File: src/rtl/cpu_trace_fifo.sv
// cpu_trace_fifo: captures one {pc, instruction, alu_out, mem_data} sample per
// clock while armed, into a circular FIFO drained through a registered pop port.
// Capture ends on a stop pulse or when the cpu executes HALT_INSN; samples that
// arrive while the FIFO is full are counted in a saturating dropped counter.
module cpu_trace_fifo #(
  parameter int          DEPTH     = 16,
  parameter int          ADDR_W    = 4,
  parameter logic [31:0] HALT_INSN = 32'hD4400000
) (
  input  logic              clock,
  input  logic              reset,
  input  logic              start,
  input  logic              stop,
  input  logic [63:0]       pc,
  input  logic [31:0]       instruction,
  input  logic [63:0]       alu_out,
  input  logic [63:0]       mem_data,
  input  logic              pop,
  output logic              rd_valid,
  output logic [63:0]       rd_pc,
  output logic [31:0]       rd_instr,
  output logic [63:0]       rd_alu,
  output logic [63:0]       rd_mem,
  output logic [ADDR_W:0]   count,
  output logic              empty,
  output logic              full,
  output logic [15:0]       dropped,
  output logic              halted,
  output logic [1:0]        state
);

  typedef enum logic [1:0] {
    IDLE    = 2'b00,
    CAPTURE = 2'b01,
    DONE    = 2'b10
  } state_t;

  typedef struct packed {
    logic [63:0] pc;
    logic [31:0] instr;
    logic [63:0] alu;
    logic [63:0] mem;
  } trace_t;

  localparam logic [ADDR_W:0] FULL_CNT = (ADDR_W+1)'(DEPTH);

  state_t            st;
  trace_t            mem_q [DEPTH];
  trace_t            sample;
  trace_t            rd_q;
  logic [ADDR_W-1:0] wptr;
  logic [ADDR_W-1:0] rptr;
  logic [ADDR_W:0]   cnt;

  logic capture_now;
  logic halt_hit;
  logic pop_ok;
  logic push_ok;
  logic drop;
  logic arm;

  assign sample = '{pc: pc, instr: instruction, alu: alu_out, mem: mem_data};

  assign count = cnt;
  assign empty = (cnt == '0);
  assign full  = (cnt == FULL_CNT);
  assign state = st;

  assign rd_pc    = rd_q.pc;
  assign rd_instr = rd_q.instr;
  assign rd_alu   = rd_q.alu;
  assign rd_mem   = rd_q.mem;

  // A stop pulse suppresses the sample of its own cycle, and beats a halt.
  assign capture_now = (st == CAPTURE) && !stop;
  assign halt_hit    = capture_now && (instruction == HALT_INSN);
  // Pop on an empty FIFO is ignored even if a push lands in the same cycle.
  assign pop_ok      = pop && !empty;
  // When full, a same-cycle pop frees the slot the push reuses.
  assign push_ok     = capture_now && (!full || pop_ok);
  assign drop        = capture_now && full && !pop_ok;
  assign arm         = start && (st != CAPTURE);

  // Capture FSM with halt flag and saturating drop counter.
  always_ff @(posedge clock) begin
    if (reset) begin
      st      <= IDLE;
      halted  <= 1'b0;
      dropped <= '0;
    end else begin
      case (st)
        IDLE: begin
          if (start) st <= CAPTURE;
        end
        CAPTURE: begin
          if (stop) begin
            st <= DONE;
          end else if (halt_hit) begin
            st     <= DONE;
            halted <= 1'b1;
          end
        end
        DONE: begin
          if (start) begin
            st     <= CAPTURE;
            halted <= 1'b0;
          end
        end
        default: st <= IDLE;
      endcase

      // Re-arming starts a fresh loss tally; drops only occur in CAPTURE.
      if (arm)
        dropped <= '0;
      else if (drop && (dropped != 16'hFFFF))
        dropped <= dropped + 16'd1;
    end
  end

  // Pointers and occupancy; pointers wrap naturally at DEPTH.
  always_ff @(posedge clock) begin
    if (reset) begin
      wptr <= '0;
      rptr <= '0;
      cnt  <= '0;
    end else begin
      if (push_ok) wptr <= wptr + ADDR_W'(1);
      if (pop_ok)  rptr <= rptr + ADDR_W'(1);
      if (push_ok && !pop_ok)
        cnt <= cnt + (ADDR_W+1)'(1);
      else if (pop_ok && !push_ok)
        cnt <= cnt - (ADDR_W+1)'(1);
    end
  end

  // Trace storage, deliberately not reset.
  always_ff @(posedge clock) begin
    if (push_ok) mem_q[wptr] <= sample;
  end

  // Registered read port; the old entry is read even if a full-FIFO push
  // overwrites the same slot on this edge.
  always_ff @(posedge clock) begin
    if (reset) begin
      rd_valid <= 1'b0;
      rd_q     <= '0;
    end else begin
      rd_valid <= pop_ok;
      if (pop_ok) rd_q <= mem_q[rptr];
    end
  end

endmodule

File: config.mk
export PLATFORM = sky130hd
export DESIGN_NAME = cpu_trace_fifo
export DESIGN_NICKNAME = d
export VERILOG_FILES = /design/src/rtl/cpu_trace_fifo.sv
export SDC_FILE = /design/constraint.sdc
export NUM_CORES = 2
export LEC_CHECK = 0
export CORE_MARGIN = 2
export CORE_UTILIZATION = 40
export DETAILED_ROUTE_END_ITERATION = 8
export GPL_TIMING_DRIVEN = 1
export SLEW_MARGIN = 30
export SYNTH_ARGS = -nofsm -noshare
export SYNTH_HDL_FRONTEND = slang
export SYNTH_SLANG_ARGS = --single-unit
File: constraint.sdc
create_clock -name clock -period 40.3 [get_ports clock]
set_clock_uncertainty 0.2 [all_clocks]
set_input_delay 6.045 -clock clock [delete_from_list [all_inputs] [get_ports clock]]
set_output_delay 6.045 -clock clock [all_outputs]
set_load 0.01 [all_outputs]
==> impl_metrics.ini <==
[outcome]
status = finished, final reports clean

[layout]
finalNonFillerCells = 12000
final_cell_mix = edfxtp_1 (3584), mux4_2 (896), clkdlybuf4s50_1 (479), clkbuf_16 (399), dfxtp_1 (254)
area_growth_pct = 17.0
drive_gt1_frac = 0.263
fill_cells = 29100
fin_nets = 7097
mostFrequentLayoutCell = edfxtp_1

[worst_setup_path]
worst_r2r_endpoint = rd_mem[56]$_SDFFE_PP0N_
crit_required_ns = 40.67
worstPathArrival_ns = 10.77
worst_setup_path_endpoint = mem_q[6][98]$_DFFE_PP_
worstSetupStartpoint = stop
startpoint_type = input port
r2r_cells = 10
worstPathMaxFanout = 43
timing.rr.start = rptr[2]$_SDFFE_PP0N_
worstSetupPathType = in2reg
crit_path_end_kind = flip-flop
ff2ff_setup_slack_ns = 34.55

[global_route]
antenna_found_initial = 63
grt_start_max_net_pins = 117
grt_util_all_layers = 0.185
overflow = 0
grt_pass1_vias = 69500
grt_pass1_wl_um = 495000

[drt]
drc = 0
dr.pass1.iters = 7
routedWlPerCell_um = 28.4
routed_via_density = 5.51
antenna_left = 0
via_count = 66000
routed_wl_um = 340000
drtIter0Drc = 5752

[sta]
setup-violations-final = 0
rsz0062_at_grt = no
min_period_ns = 10.40
worstMarginPinSlew_ns = 1.04
fin_crit_sh = 0.258
max_freq_mhz = 96.1
finalMaxSlewViolations = 0
tns_ns = 0
hold_viol_final = 0
maxSlewHeadroom = 0.307
holdWs_ns = 0.291
setup_ws_ns = 29.90

[floorplanning]
fp.dieW_um = 603
rows = 219
dieArea_um2 = 363000
die_h_um = 603
initial_core_util = 0.403
coreArea_um2 = 356000
io_pins = 480

[synthesis]
async_flop_share = 0
yosysWarnings = 0
synth_fp_nets = 6404
netlist_area_um2 = 143000
synth-edff-count = 3584
synth-seq-cells = 3841
syn_area_per_cell_um2 = 23.3
ys_seq_area_frac = 0.787
syn_inst = 6164
synthFlopType = edfxtp_1
netlist-cell-type-count = 47

[worst_hold_path]
min-delay-path-class = reg2reg

[power_and_ir_drop]
powerDensity_nw_per_um2 = 55.9
ir_drop_uv = 38.7
power_leakage_nw = 51.0

[clock_network]
post-cts-setup-buffer-count = 0
cts.clk_slew.worst_paths_ns = 0.06
cts.sinks = 3841
cts_buffer_depth = 4
cts_made_buffers = 396
cts_hold_buf = 0
cts_htree_levels = 5
root_buffer = clkbuf_16
clk_latency_ns = 0.95
tritoncts = done
cts-resized-gates = 0

[placed_design]
io_buffers = 479
place_ws_ns = 28.88
placed_cells = 11200
post-dp-hpwl_um = 188000
gp_congestion = 0.757

[run]
maxCapViolations = 0
[cell usage after synthesis (20+ instances only)]
master    count  share of area
dfxtp_1     257          0.036
a221o_1     224          0.016
edfxtp_1   3584           0.75
nor2_1      255         0.0067
buf_2        47         0.0016
clkbuf_1    197         0.0052
mux2i_1     230          0.016
mux2_2      225          0.018
a21oi_1      20        0.00070
mux4_2      896           0.14
buf_1        92         0.0024
[worst max-delay path, stage by stage]
cell and delay [ns]:
clkdlybuf4s50_1 0.43, or3b_2 0.52, a21oi_1 0.59, nand2_1 0.38
nor2_4 0.18, buf_4 0.61, buf_4 0.52, buf_4 0.69
buf_4 0.58
[power by group]
group / total (mW) / leakage [nW] / internal, mW / switching (mW)
combinational: 1.14 / 10.2 / 0.572 / 0.568
sequential: 4.55 / 34.3 / 4.44 / 0.107
clock: 3.69 / 6.47 / 2.15 / 1.54
total: 9.38 / 51.0 / 7.16 / 2.21
[flip-flops by register name, summed over array words and instances, names as in the netlist]
| register | flops |
|---|---|
| state | 2 |
| rd_pc | 64 |
| rd_mem | 64 |
| rd_valid | 1 |
| rptr | 4 |
| halted | 1 |
| dropped | 16 |
| rd_instr | 32 |
| rd_alu | 64 |
| wptr | 4 |
| mem_q | 3584 |
| count | 5 |
[area by class of cell]
cell class | count | area (um^2) | area share
Sequential cell | 3841 | 113000 | 0.673
Multi-Input combinational cell | 1979 | 29400 | 0.175
Clock buffer | 534 | 10900 | 0.0647
Timing Repair Buffer | 632 | 6260 | 0.0373
Tap cell | 4751 | 5940 | 0.0354
Clock inverter | 215 | 2390 | 0.0142
Antenna cell | 22 | 55.1 | 0.000328
Inverter | 7 | 26.3 | 0.000157
[metrics by stage]
step / utilization / power [mW] / cell area (um^2)
final: 0.471 / 9.38 / 168000
after global routing: 0.471 / 9.70 / 168000
after CTS: 0.470 / 9.49 / 167000
after detailed placement: 0.433 / 5.80 / 154000
after global placement: 0.433 / 5.79 / 154000
after floorplan: - / 5.30 / 143000
[worst min path at each step]
stage	slack, ns	to	depth (start not counted)	start
2_1_floorplan	0.29	rptr[3]$_SDFFE_PP0N_	2	rptr[3]$_SDFFE_PP0N_
3_3_place_gp	0.27	rd_mem[58]$_SDFFE_PP0N_	1	rd_mem[58]$_SDFFE_PP0N_
3_5_place_dp	0.27	rd_pc[16]$_SDFFE_PP0N_	1	rd_pc[16]$_SDFFE_PP0N_
4_1_cts	0.29	rd_pc[16]$_SDFFE_PP0N_	1	rd_pc[16]$_SDFFE_PP0N_
5_1_grt	0.32	dropped[13]$_SDFFE_PP0P_	2	dropped[13]$_SDFFE_PP0P_
6_report	0.29	rd_pc[16]$_SDFFE_PP0N_	1	rd_pc[16]$_SDFFE_PP0N_
[cell families (layout without fill, tap and decap cells)]
| logic type | Yosys count | in the layout | share of synthesized area |
|---|---|---|---|
| flip-flops | 3841 | 3841 | 0.787 |
| adder cells (fa/ha/maj) | 11 | 11 | 0.00101 |
| multiplexers | 1351 | 1351 | 0.174 |
| buffers and inverters | 344 | 1388 | 0.00947 |
| AND/OR/NAND/NOR | 333 | 333 | 0.0101 |
| other | 0 | 22 | 0 |
| AO/OA/AOI/OAI | 275 | 275 | 0.0179 |
| XOR/XNOR | 9 | 9 | 0.000550 |
[layer usage]
metal	wire length [um]	global-route usage
met5	215	0
met1	137000	0.238
met3	16700	0.0264
met2	176000	0.325
met4	10200	0.0599
No activity file was read; power rests on OpenSTA's default activity.
